### config.mk
export PLATFORM = sky130hd
export DESIGN_NAME = rx_s2mm_cmd_scheduler
export DESIGN_NICKNAME = d
export VERILOG_FILES = /design/src/rtl/rdma_rx_pkg.sv /design/src/rtl/rx_desc_fifo.sv /design/src/rtl/rx_s2mm_cmd_scheduler.sv
export SDC_FILE = /design/constraint.sdc
export NUM_CORES = 1
export LEC_CHECK = 0
export CORE_AREA = 2 2 160 162
export DETAILED_ROUTE_END_ITERATION = 16
export DIE_AREA = 0 0 162 164
export PLACE_DENSITY_LB_ADDON = 0.15
export SYNTH_ARGS = -nofsm -noshare
export SYNTH_HDL_FRONTEND = slang
export SYNTH_SLANG_ARGS = --single-unit
### constraint.sdc
create_clock -name aclk -period 4.8 [get_ports aclk]
set_input_delay 1.44 -clock aclk [delete_from_list [all_inputs] [get_ports aclk]]
set_output_delay 1.44 -clock aclk [all_outputs]
set_load 0.03 [all_outputs]
### src/rtl/rdma_rx_pkg.sv
// Shared RDMA RX definitions: accepted opcodes, DataMover S2MM command layout
// and the queued write descriptor.
package rdma_rx_pkg;

  localparam logic [7:0] RDMA_OPCODE_WRITE_FIRST  = 8'h06;
  localparam logic [7:0] RDMA_OPCODE_WRITE_MIDDLE = 8'h07;
  localparam logic [7:0] RDMA_OPCODE_WRITE_LAST   = 8'h08;
  localparam logic [7:0] RDMA_OPCODE_WRITE_ONLY   = 8'h0A;
  localparam logic [7:0] RDMA_OPCODE_WRITE_TEST   = 8'h01;

  localparam int CMD_W     = 72;
  localparam int CMD_BTT_W = 23;
  localparam int CMD_EOF   = 23;
  localparam int CMD_DSA   = 30;
  localparam int CMD_TYPE  = 31;
  localparam int CMD_ADDR  = 32;
  localparam int CMD_TAG   = 64;

  typedef struct packed {
    logic [31:0]          addr;
    logic [CMD_BTT_W-1:0] btt;
  } desc_t;

  // {rsvd, tag, addr, type=0 (FIXED=incr), DSA=1, 6'b0, EOF=1, btt}
  function automatic logic [CMD_W-1:0] build_cmd(input logic [3:0] tag, input desc_t d);
    logic [CMD_W-1:0] c;
    c = '0;
    c[CMD_BTT_W-1:0]       = d.btt;
    c[CMD_EOF]             = 1'b1;
    c[CMD_DSA]             = 1'b1;
    c[CMD_TYPE]            = 1'b0;
    c[CMD_ADDR +: 32]      = d.addr;
    c[CMD_TAG +: 4]        = tag;
    return c;
  endfunction

  function automatic logic opcode_ok(input logic [7:0] op);
    return (op == RDMA_OPCODE_WRITE_FIRST)  || (op == RDMA_OPCODE_WRITE_MIDDLE) ||
           (op == RDMA_OPCODE_WRITE_LAST)   || (op == RDMA_OPCODE_WRITE_ONLY)   ||
           (op == RDMA_OPCODE_WRITE_TEST);
  endfunction

endpackage

### src/rtl/rx_desc_fifo.sv
// First-word-fall-through descriptor queue; push while full is allowed only
// together with a pop.
module rx_desc_fifo
  import rdma_rx_pkg::*;
#(
  parameter int DEPTH = 4
) (
  input  logic                   clk,
  input  logic                   rst,
  input  logic                   push_i,
  input  desc_t                  din_i,
  input  logic                   pop_i,
  output desc_t                  dout_o,
  output logic                   full_o,
  output logic                   empty_o,
  output logic [$clog2(DEPTH):0] level_o
);

  localparam int AW = $clog2(DEPTH);

  desc_t           mem_q [DEPTH];
  logic [AW-1:0]   wr_ptr_q, rd_ptr_q;
  logic [AW:0]     cnt_q, cnt_d;
  logic            do_push, do_pop;

  assign full_o  = (cnt_q == (AW+1)'(DEPTH));
  assign empty_o = (cnt_q == '0);
  assign do_pop  = pop_i && !empty_o;
  assign do_push = push_i && (!full_o || do_pop);

  always_comb begin
    cnt_d = cnt_q;
    case ({do_push, do_pop})
      2'b10:   cnt_d = cnt_q + 1'b1;
      2'b01:   cnt_d = cnt_q - 1'b1;
      default: cnt_d = cnt_q;
    endcase
  end

  always_ff @(posedge clk) begin
    if (rst) begin
      wr_ptr_q <= '0;
      rd_ptr_q <= '0;
      cnt_q    <= '0;
    end else begin
      if (do_push) wr_ptr_q <= wr_ptr_q + 1'b1;
      if (do_pop)  rd_ptr_q <= rd_ptr_q + 1'b1;
      cnt_q <= cnt_d;
    end
  end

  always_ff @(posedge clk) begin
    if (do_push) mem_q[wr_ptr_q] <= din_i;
  end

  assign dout_o  = mem_q[rd_ptr_q];
  assign level_o = cnt_q;

endmodule

### src/rtl/rx_s2mm_cmd_scheduler.sv
// Admits RDMA WRITE headers into a descriptor queue and issues them as
// DataMover S2MM commands under a credit limit of MAX_OUTSTANDING.
module rx_s2mm_cmd_scheduler
  import rdma_rx_pkg::*;
#(
  parameter int C_ADDR_WIDTH    = 32,
  parameter int C_BTT_WIDTH     = 23,
  parameter int OFFSET_LENGTH   = 16,
  parameter int FIFO_DEPTH      = 4,
  parameter int MAX_OUTSTANDING = 2
) (
  input  logic                        aclk,
  input  logic                        areset,
  input  logic                        header_valid,
  input  logic [7:0]                  rdma_opcode,
  input  logic [63:0]                 rdma_remote_addr,
  input  logic [31:0]                 rdma_length,
  input  logic [OFFSET_LENGTH-1:0]    fragment_offset,
  output logic [71:0]                 m_axis_s2mm_cmd_tdata,
  output logic                        m_axis_s2mm_cmd_tvalid,
  input  logic                        m_axis_s2mm_cmd_tready,
  input  logic                        s2mm_wr_xfer_cmplt,
  output logic                        write_accepted,
  output logic                        hdr_rejected,
  output logic                        hdr_dropped,
  output logic                        write_complete,
  output logic                        cmplt_error,
  output logic [3:0]                  outstanding,
  output logic [$clog2(FIFO_DEPTH):0] fifo_level,
  output logic [15:0]                 drop_count,
  output logic                        busy
);

  typedef enum logic {IDLE, ISSUE} state_t;

  localparam logic [3:0] MAX_OUT = 4'(MAX_OUTSTANDING);

  state_t             state_q, state_d;
  logic [CMD_W-1:0]   cmd_q;
  logic [3:0]         tag_q, outst_q, outst_d;
  logic [15:0]        drop_cnt_q;
  logic               acc_q, rej_q, drop_q, wc_q, cerr_q;

  logic               pop, hs, rej, acc, drop, wc, cerr;
  logic               fifo_full, fifo_empty;
  desc_t              hdr_desc, head_desc;
  logic               unused_hi_addr;

  assign unused_hi_addr = ^rdma_remote_addr[63:32];

  assign hdr_desc.addr = rdma_remote_addr[31:0] + 32'(fragment_offset);
  assign hdr_desc.btt  = rdma_length[CMD_BTT_W-1:0];

  assign pop  = (state_q == IDLE) && !fifo_empty && (outst_q < MAX_OUT);
  assign hs   = (state_q == ISSUE) && m_axis_s2mm_cmd_tready;
  assign rej  = header_valid && (!opcode_ok(rdma_opcode) || (rdma_length == '0) ||
                ((rdma_length >> C_BTT_WIDTH) != '0));
  assign acc  = header_valid && !rej && (!fifo_full || pop);
  assign drop = header_valid && !rej && fifo_full && !pop;

  rx_desc_fifo #(.DEPTH(FIFO_DEPTH)) u_fifo (
    .clk     (aclk),
    .rst     (areset),
    .push_i  (acc),
    .din_i   (hdr_desc),
    .pop_i   (pop),
    .dout_o  (head_desc),
    .full_o  (fifo_full),
    .empty_o (fifo_empty),
    .level_o (fifo_level)
  );

  always_comb begin
    state_d = state_q;
    case (state_q)
      IDLE:    if (pop) state_d = ISSUE;
      ISSUE:   if (m_axis_s2mm_cmd_tready) state_d = IDLE;
      default: state_d = IDLE;
    endcase
  end

  // A handshake and a completion together cancel; the completion is still reported.
  always_comb begin
    outst_d = outst_q;
    wc      = 1'b0;
    cerr    = 1'b0;
    if (s2mm_wr_xfer_cmplt) begin
      if (hs) begin
        wc = 1'b1;
      end else if (outst_q != '0) begin
        outst_d = outst_q - 1'b1;
        wc      = 1'b1;
      end else begin
        cerr = 1'b1;
      end
    end else if (hs) begin
      outst_d = outst_q + 1'b1;
    end
  end

  always_ff @(posedge aclk) begin
    if (areset) begin
      state_q    <= IDLE;
      cmd_q      <= '0;
      tag_q      <= '0;
      outst_q    <= '0;
      drop_cnt_q <= '0;
      acc_q      <= 1'b0;
      rej_q      <= 1'b0;
      drop_q     <= 1'b0;
      wc_q       <= 1'b0;
      cerr_q     <= 1'b0;
    end else begin
      state_q <= state_d;
      if (pop) cmd_q <= build_cmd(tag_q, head_desc);
      if (hs)  tag_q <= tag_q + 1'b1;
      outst_q <= outst_d;
      if (drop && (drop_cnt_q != 16'hFFFF)) drop_cnt_q <= drop_cnt_q + 1'b1;
      acc_q  <= acc;
      rej_q  <= rej;
      drop_q <= drop;
      wc_q   <= wc;
      cerr_q <= cerr;
    end
  end

  assign m_axis_s2mm_cmd_tvalid = (state_q == ISSUE);
  assign m_axis_s2mm_cmd_tdata  = cmd_q;
  assign write_accepted         = acc_q;
  assign hdr_rejected           = rej_q;
  assign hdr_dropped            = drop_q;
  assign write_complete         = wc_q;
  assign cmplt_error            = cerr_q;
  assign outstanding            = outst_q;
  assign drop_count             = drop_cnt_q;
  assign busy = (fifo_level != '0) || (outst_q != '0) || (state_q == ISSUE);

endmodule

==> results of run 1 <==
[report_power, final]
part           internal, mW  total [mW]  switching (mW)
Sequential             2.97        2.99          0.0217
Clock                  1.28        2.25           0.969
Combinational         0.226       0.514           0.288
[area by class of cell]
cell class                      count  area (um2)  share of cell area, %
Clock buffer                       36         795                   4.88
Tap cell                          330         413                   2.54
Sequential cell                   317        8550                   52.5
Inverter                           23        86.3                  0.530
Timing Repair Buffer              203        2050                   12.6
Multi-Input combinational cell    567        4220                   25.9
Clock inverter                     22         155                  0.953
[cell usage after synthesis (4+ instances only)]
cell type    n
nand4_1      6
nand2_1    142
nor4_1      11
and2_1       7
buf_1       10
nor3_1      10
a21o_1       5
and3_1       8
nand3b_1     7
buf_2        5
clkbuf_1    24
nand3_1     26
nand2b_1     5
o21ai_0     16
o311ai_0     7
or3_1        6
nor2_1      49
o22ai_1      5
xnor2_1     17
dfxtp_1     97
o21a_1       5
buf_4       12
ha_1        25
inv_1       22
o31a_1       4
edfxtp_1   220
a21oi_1     77
mux4_2      55
a211oi_1     5
xor2_1      26
[metal layers]
| layer | GRT usage [%] | share of wire (%) | routed length (um) |
|---|---|---|---|
| met4 | 4.38 | 1.1 | 299 |
| met2 | 36.0 | 51 | 13500 |
| met3 | 3.38 | 6.7 | 1770 |
| met5 | 0 | 0 | 0 |
| met1 | 24.7 | 41 | 10800 |
[registers in the layout, summed over array words and instances (netlist names)]
signal and count:
u_fifo.mem_q 220, m_axis_s2mm_cmd_tdata 60, drop_count 16, outstanding 4
tag_q 4, u_fifo.level_o 3, u_fifo.rd_ptr_q 2, u_fifo.wr_ptr_q 2
cmplt_error 1, hdr_dropped 1, hdr_rejected 1, m_axis_s2mm_cmd_tvalid 1
write_accepted 1, write_complete 1
[critical path, delay by kind of cell]
| family | cells | cell delay [ns] |
|---|---|---|
| compound gates | 6 | 1.50 |
| fa+ha+maj | 2 | 0.64 |
| buf+inv | 3 | 0.74 |
| simple gates | 1 | 0.17 |
[kinds of logic (layout without fill, tap and decap cells)]
family,after synthesis,in the layout,share of synthesized area [%]
buffers and inverters,74,284,2.52
XOR/XNOR,43,43,2.89
AND/OR/NAND/NOR,288,288,10.1
flip-flops,317,317,65.5
adder cells (fa/ha/maj),28,28,2.86
AO/OA/AOI/OAI,140,140,6.50
multiplexers,57,57,9.64
other,1,11,0.0287
[how the worst max path moves through the flow]
| stage | endpoint | startpoint | slack (ns) |
|---|---|---|---|
| finish | u_fifo.mem_q[1][43] | rdma_remote_addr[0] | 0.73 |
| global route | u_fifo.mem_q[1][49] | rdma_remote_addr[0] | 0.48 |
| CTS | u_fifo.mem_q[2][47] | rdma_remote_addr[0] | 0.80 |
| detailed placement | u_fifo.mem_q[3][47] | rdma_remote_addr[0] | 0.22 |
| global placement | u_fifo.mem_q[0][45] | rdma_remote_addr[0] | 0.25 |
| floorplan | u_fifo.mem_q[1][0] | rdma_opcode[6] | 0.40 |
[through the flow]
stage	cells	setup slack [ns]
3_5_place_dp	1440	0.219
2_1_floorplan	958	0.404
6_report	1498	0.733
4_1_cts	1498	0.796
5_1_grt	1498	0.482
3_3_place_gp	1440	0.249
==> PnR_summary.wiki, run 1 <==
{| class="wikitable"
! Metric !! Value
|-
| Transition time at the pin with the least slew margin || around 1.2 ns
|-
| Top cell type's share of synthesized area || approximately half
|-
| DR vias/cell || 5.46
|-
| Number of post-CTS setup repair buffers || 0
|-
| Hold Worst Slack || 0.452 ns
|-
| Data required time of the worst path || 5.22 ns
|-
| Average size of a mapped cell || 13.8 um2
|-
| Number of nets in the final layout || 1296
|-
| Internal reg-to-reg setup slack || between 1.5 and 2 ns
|-
| Wire length of the first global-routing pass || 41200 um
|-
| CTS Root Cell || clkbuf_16
|-
| Fillers || between 1500 and 2000
|-
| Startpoint type of the worst setup path || primary input
|-
| Power density over cell area || 354 mW/mm2
|-
| Type of the setup path with the least slack || primary input to flop
|-
| Number of different library cells in the post-synthesis netlist || 53
|-
| Most used flip-flop cell after synthesis || edfxtp_1
|-
| Top-Level Pins || 227
|-
| Endpoint of the most critical register-to-register path || u_fifo.level_o[2]
|-
| RSZ-0062 raised after global routing || no
|-
| Number of buffers inserted by hold repair at cts || 0
|-
| Fin Setup TNS || 0 ns
|-
| Cell depth of the worst hold path || 2
|-
| Max stage delay cell, worst path || clkdlybuf4s50_1
|-
| Maximum resistive drop on vdd || 0.236 mV
|-
| Post-synthesis sequential area ratio || 65.5%
|-
| Maximum number of pins on one net before global-route repair || 72
|-
| Rows || 58
|-
| CP Cell Sequence || clkdlybuf4s50_1 > ha_1 > inv_1 > fa_1 > nor2b_1 > o31a_1 > o31a_1 > o221ai_1 > o2bb2ai_2 > o21a_1 > o311ai_0 > buf_4
|-
| Post-synthesis async set-or-reset flop share || 0%
|-
| CTS Buf Count || 31
|-
| Class of the most critical hold timing path || flop to flop
|-
| Finished Cell Area || 0.0163 mm2
|-
| Ratio of final minimum period to clock period || 84.7%
|-
| Maximum Capacitance Violations || 0
|-
| Total gr overflow || 0
|-
| Final count of hold timing violations || 0
|-
| Post-synthesis sequential element count || approximately 320
|-
| Standard cell core area || between 0.02 and 0.025 mm2
|-
| Most frequent standard cell in the layout excluding fill and tap cells || edfxtp_1
|-
| Clk_lat worst skew || 0.56 ns
|-
| Effective utilization at floorplan || 52.6%
|-
| Time the final worst path needs with I/O delays and setup || 4.07 ns
|-
| Max H-tree Level || 1
|-
| Arrival time reported for the critical path endpoint || about 4.5 ns
|-
| Biggest cell delay along the critical path || 0.46 ns
|-
| Number of pins exceeding their max-slew limit in the final report || 0
|-
| Maximum fanout along the worst path || 10
|-
| Post-Synthesis Cells || 948
|-
| Diodes inserted || 0
|-
| Global placement routability congestion || 0.841
|-
| Vert. Die Dim || 164 um
|-
| Yosys synthesis warning count || 0
|-
| Residual antenna-violating net count after detailed routing || 0
|-
| Start of the worst register-to-register path || outstanding[1]
|-
| Most frequent cells in the layout || 220 x edfxtp_1, 182 x clkdlybuf4s50_1, 142 x nand2_1
|-
| Summed instance area of the synthesized netlist || between 0.01 and 0.015 mm2
|-
| Worst hold endpoint || m_axis_s2mm_cmd_tdata[19]
|-
| # resized after CTS || 0
|-
| Overall power || 5.76 mW
|-
| Number of search-and-repair iterations in the first detailed-routing pass || 5
|-
| Number of cells on the worst reg-to-reg path || 10
|-
| Most used cell along the critical path || o31a_1
|-
| Clock tree from TritonCTS || done
|-
| Maximum clock path buffer count || 3
|-
| Die boundary width || between 150 and 200 um
|-
| Number of setup violations in the final report || 0
|-
| Wire length per cell after detailed routing || 17.6 um
|-
| Post-synth EDFFs || 220
|-
| Number of clock sinks || roughly 320
|-
| Launch instance of the worst min-delay path || m_axis_s2mm_cmd_tdata[19]
|-
| First-iteration detailed-routing DRC count || 491
|-
| Post-CTS clock slew at the launch and capture registers of the worst setup and hold paths || 0.06 ns
|-
| Die Footprint || around 0.027 mm2
|-
| Area contributors post-synth || edfxtp_1 51%, dfxtp_1 15%, mux4_2 9.5%
|-
| Detailed-route wire length || 26300 um
|-
| DRC || 0
|-
| Result of the run || complete, no violations
|-
| Number of global-route vias before repair || 8072
|-
| Final core occ || 65.6%
|-
| Fin Clk Skew || ~0.022 ns
|-
| Initial antenna violation count || 0
|-
| Dominant cell type by area after synthesis || edfxtp_1
|-
| Leakage || 5.29 nW
|-
| Max-slew headroom at the worst pin || 17.6%
|-
| Critical path endpoint category || flop
|-
| Placed inst area || roughly 0.015 mm2
|-
| Vias || 8176
|-
| Growth of design area from synthesis to finish || 24.7%
|-
| Max Freq || 246 MHz
|-
| Overall fraction of global-route tracks in use || 19.7%
|-
| Count of input and output buffers || about 180
|-
| Post-DP HPWL || approximately 17000 um
|-
| Fraction of final layout cells sized beyond drive strength 1 || between 10% and 20%
|}
(Power assumes the default switching activity.)
==> run 2, diff against run 1 <==
Clock period 4.8 ns to 3.95 ns, I/O delays scaled along.
==> PnR_summary.wiki, run 2 (synthesis results as in run 1) <==
{| class="wikitable"
! Metric !! Value
|-
| Power density over cell area || 436 mW/mm2 (+23%)
|-
| Maximum fanout along the worst path || 7 (-3)
|-
| Crit path from || rdma_remote_addr[0]
|-
| Max H-tree Level || 2 (+1)
|-
| Overall fraction of global-route tracks in use || 20.6% (+0.92 points)
|-
| Number of search-and-repair iterations in the first detailed-routing pass || 5 (unchanged)
|-
| Initial antenna violation count || 0 (unchanged)
|-
| Biggest cell delay along the critical path || 0.46 ns (about the same)
|-
| Total gr overflow || 0 (unchanged)
|-
| Maximum number of pins on one net before global-route repair || 68 (-5.6%)
|-
| Kind of cell adding the most delay to the critical path || compound AO/OA/AOI/OAI gates
|-
| Final count of hold timing violations || 0 (unchanged)
|-
| Startpoint type of the worst setup path || primary input
|-
| Result of the run || complete, no violations
|-
| Post-CTS clock slew at the launch and capture registers of the worst setup and hold paths || 0.06 ns (about the same)
|-
| Max reg flops || 220 (unchanged)
|-
| Biggest register || u_fifo.mem_q
|-
| Fin Setup TNS || 0 ns (unchanged)
|-
| First-iteration detailed-routing DRC count || 531 (+8.1%)
|-
| Fillers || 1862 (+0.32%)
|-
| Clock tree from TritonCTS || done
|-
| Hold Worst Slack || 0.454 ns (+0.00222 ns)
|-
| Internal reg-to-reg setup slack || 1.32 ns (-0.45 ns)
|-
| Max-slew headroom at the worst pin || 49.0% (+31 points)
|-
| CP Cell Sequence || clkdlybuf4s50_1 > ha_1 > inv_1 > fa_1 > nor2b_1 > o31a_1 > o31a_1 > o221ai_1 > o2bb2ai_2 > o21a_1 > o311ai_1 > buf_4
|-
| Most frequent standard cell in the layout excluding fill and tap cells || edfxtp_1
|-
| Effective utilization at floorplan || 52.6% (unchanged)
|-
| Transition time at the pin with the least slew margin || 0.765 ns (-0.462 ns)
|-
| DR vias/cell || 5.42 (-0.68%)
|-
| Maximum Capacitance Violations || 0 (unchanged)
|-
| Number of pins exceeding their max-slew limit in the final report || 0 (unchanged)
|-
| DRC || 0 (unchanged)
|-
| Class of the most critical hold timing path || flop to flop
|-
| Number of post-CTS setup repair buffers || 0 (unchanged)
|-
| Maximum resistive drop on vdd || 0.243 mV (+3.2%)
|-
| Number of cells on the worst reg-to-reg path || 10 (unchanged)
|-
| Vias || 8348 (+2.1%)
|-
| Wire length per cell after detailed routing || 17.3 um (-1.5%)
|-
| Growth of design area from synthesis to finish || 27.7%
|-
| Number of global-route vias before repair || 8397 (+4.0%)
|-
| Die Footprint || 0.0266 mm2 (unchanged)
|-
| Setup slack after placement || -0.385 ns (-0.604 ns)
|-
| RSZ-0062 raised after global routing || no
|-
| Post-layout worst setup margin || 0.241 ns (-0.492 ns)
|-
| Number of nets in the final layout || 1338 (+3.2%)
|-
| Max Freq || 270 MHz
|-
| Ratio of final minimum period to clock period || 93.9%
|-
| Final core occ || 67.2% (+1.6 points)
|-
| Die boundary width || 162 um (unchanged)
|-
| Count of input and output buffers || 183 (unchanged)
|-
| Most frequent cells in the layout || 220 x edfxtp_1, 182 x clkdlybuf4s50_1, 142 x nand2_1
|-
| Arrival time reported for the critical path endpoint || 4.08 ns (-0.40 ns)
|-
| Finished Cell Area || 0.0167 mm2 (+2.4%)
|-
| Type of the setup path with the least slack || primary input to flop
|-
| Fin Clk Skew || 0.0237 ns (+0.00175 ns)
|-
| Launch instance of the worst min-delay path || m_axis_s2mm_cmd_tdata[44]
|-
| CTS Root Cell || clkbuf_16
|-
| Time the final worst path needs with I/O delays and setup || around 3.7 ns
|-
| Wire length of the first global-routing pass || 42900 um (+4.0%)
|-
| Maximum clock path buffer count || 3 (unchanged)
|-
| Standard cell core area || 0.0248 mm2 (unchanged)
|-
| Endpoint of the most critical register-to-register path || u_fifo.level_o[2]
|-
| Data required time of the worst path || 4.32 ns (-0.90 ns)
|-
| Placed cell count || 1478 (+2.6%)
|-
| Post-DP HPWL || 17300 um (+3.6%)
|-
| Finished Layout Cells || 1540 (+2.8%)
|-
| Rows || 58 (unchanged)
|-
| Global placement routability congestion || 0.871 (+3.6%)
|-
| CTS Buf Count || 34 (+9.7%)
|-
| Critical path destination || u_fifo.mem_q[0][45]
|-
| Residual antenna-violating net count after detailed routing || 0 (unchanged)
|-
| Depth of the critical timing path with buffers and inverters included || 12 (unchanged)
|-
| Max stage delay cell, worst path || clkdlybuf4s50_1
|-
| WP buf/inv || 3 (unchanged)
|-
| Detailed-route wire length || 26700 um (+1.2%)
|-
| Diodes inserted || 0 (unchanged)
|-
| Number of setup violations in the final report || 0 (unchanged)
|-
| Most used cell along the critical path || o31a_1
|-
| Clk_lat worst skew || 0.50 ns (-0.06 ns)
|-
| Overall power || 7.27 mW (+26%)
|-
| Number of clock sinks || 317 (unchanged)
|-
| Top-Level Pins || 227 (unchanged)
|-
| Start of the worst register-to-register path || outstanding[1]
|-
| Critical path endpoint category || flop
|-
| Leakage || 5.53 nW (+4.6%)
|-
| Placed inst area || 0.0156 mm2 (+1.9%)
|-
| Vert. Die Dim || 164 um (unchanged)
|-
| Fraction of final layout cells sized beyond drive strength 1 || 14.1% (+3.0 points)
|}
-- run 2: cell types whose count changed in the layout (fill, tap and decap cells not counted) --
cell        before  now
o311ai_0         7    4
clkinvlp_4       2    1
clkinv_1        11    7
inv_6            1    2
clkbuf_1         5   10
clkinv_2         6    4
clkbuf_16       31   35
o311ai_1         0    3
buf_4           15   54
-- run 2: report_power, final --
part | switching (mW) | leakage [nW] | internal (mW) | total, mW
clock network | 1.20 | 0.507 | 1.76 | 2.96
registers | 0.0248 | 2.76 | 3.61 | 3.63
logic | 0.366 | 2.27 | 0.307 | 0.672
total | 1.59 | 5.53 | 5.68 | 7.27
-- run 2: layout make-up --
| class | instances | area, um2 | share of cell area [%] |
|---|---|---|---|
| well taps | 330 | 413 | 2.48 |
| inverters | 23 | 86.3 | 0.518 |
| multi-input cells | 567 | 4220 | 25.3 |
| repair buffers | 242 | 2350 | 14.1 |
| clock inverters | 16 | 131 | 0.788 |
| clock buffers | 45 | 913 | 5.48 |
| flip-flops and latches | 317 | 8550 | 51.3 |
-- run 2: timing repair --
action / in CTS / in global routing
resized for setup: 0 / 3
hold buffers: 0 / 0
endpoints found under the setup margin: 0 / 12
-- run 2: worst min-delay path by stage --
stage	cells after the start	endpoint
detailed placement	2	m_axis_s2mm_cmd_tdata[62]
CTS	2	m_axis_s2mm_cmd_tdata[62]
floorplan	2	m_axis_s2mm_cmd_tdata[67]
global placement	2	m_axis_s2mm_cmd_tdata[19]
finish	2	m_axis_s2mm_cmd_tdata[44]
global route	2	m_axis_s2mm_cmd_tdata[10]
-- run 2: metal layers --
layer | vias to the layer above | routed length [um] | share of wire (%) | track usage, %
met4 | 0 | 437 | 1.6 | 5.03
met1 | 4077 | 11400 | 43 | 26.8
li1 | 3986 | - | - | -
met3 | 33 | 1520 | 5.7 | 3.43
met2 | 252 | 13300 | 50 | 36.5
met5 | - | 0 | 0 | 0
-- run 2: worst register-to-register path: stages, from the launching register on --
cell     delay, ns
dfxtp_1       0.36
nor4_1        0.61
nor4b_1       0.18
nor4b_2       0.34
inv_1         0.10
ha_1          0.21
inv_1         0.07
fa_1          0.17
xor2_1        0.07
or3_1         0.30
a21oi_1       0.13
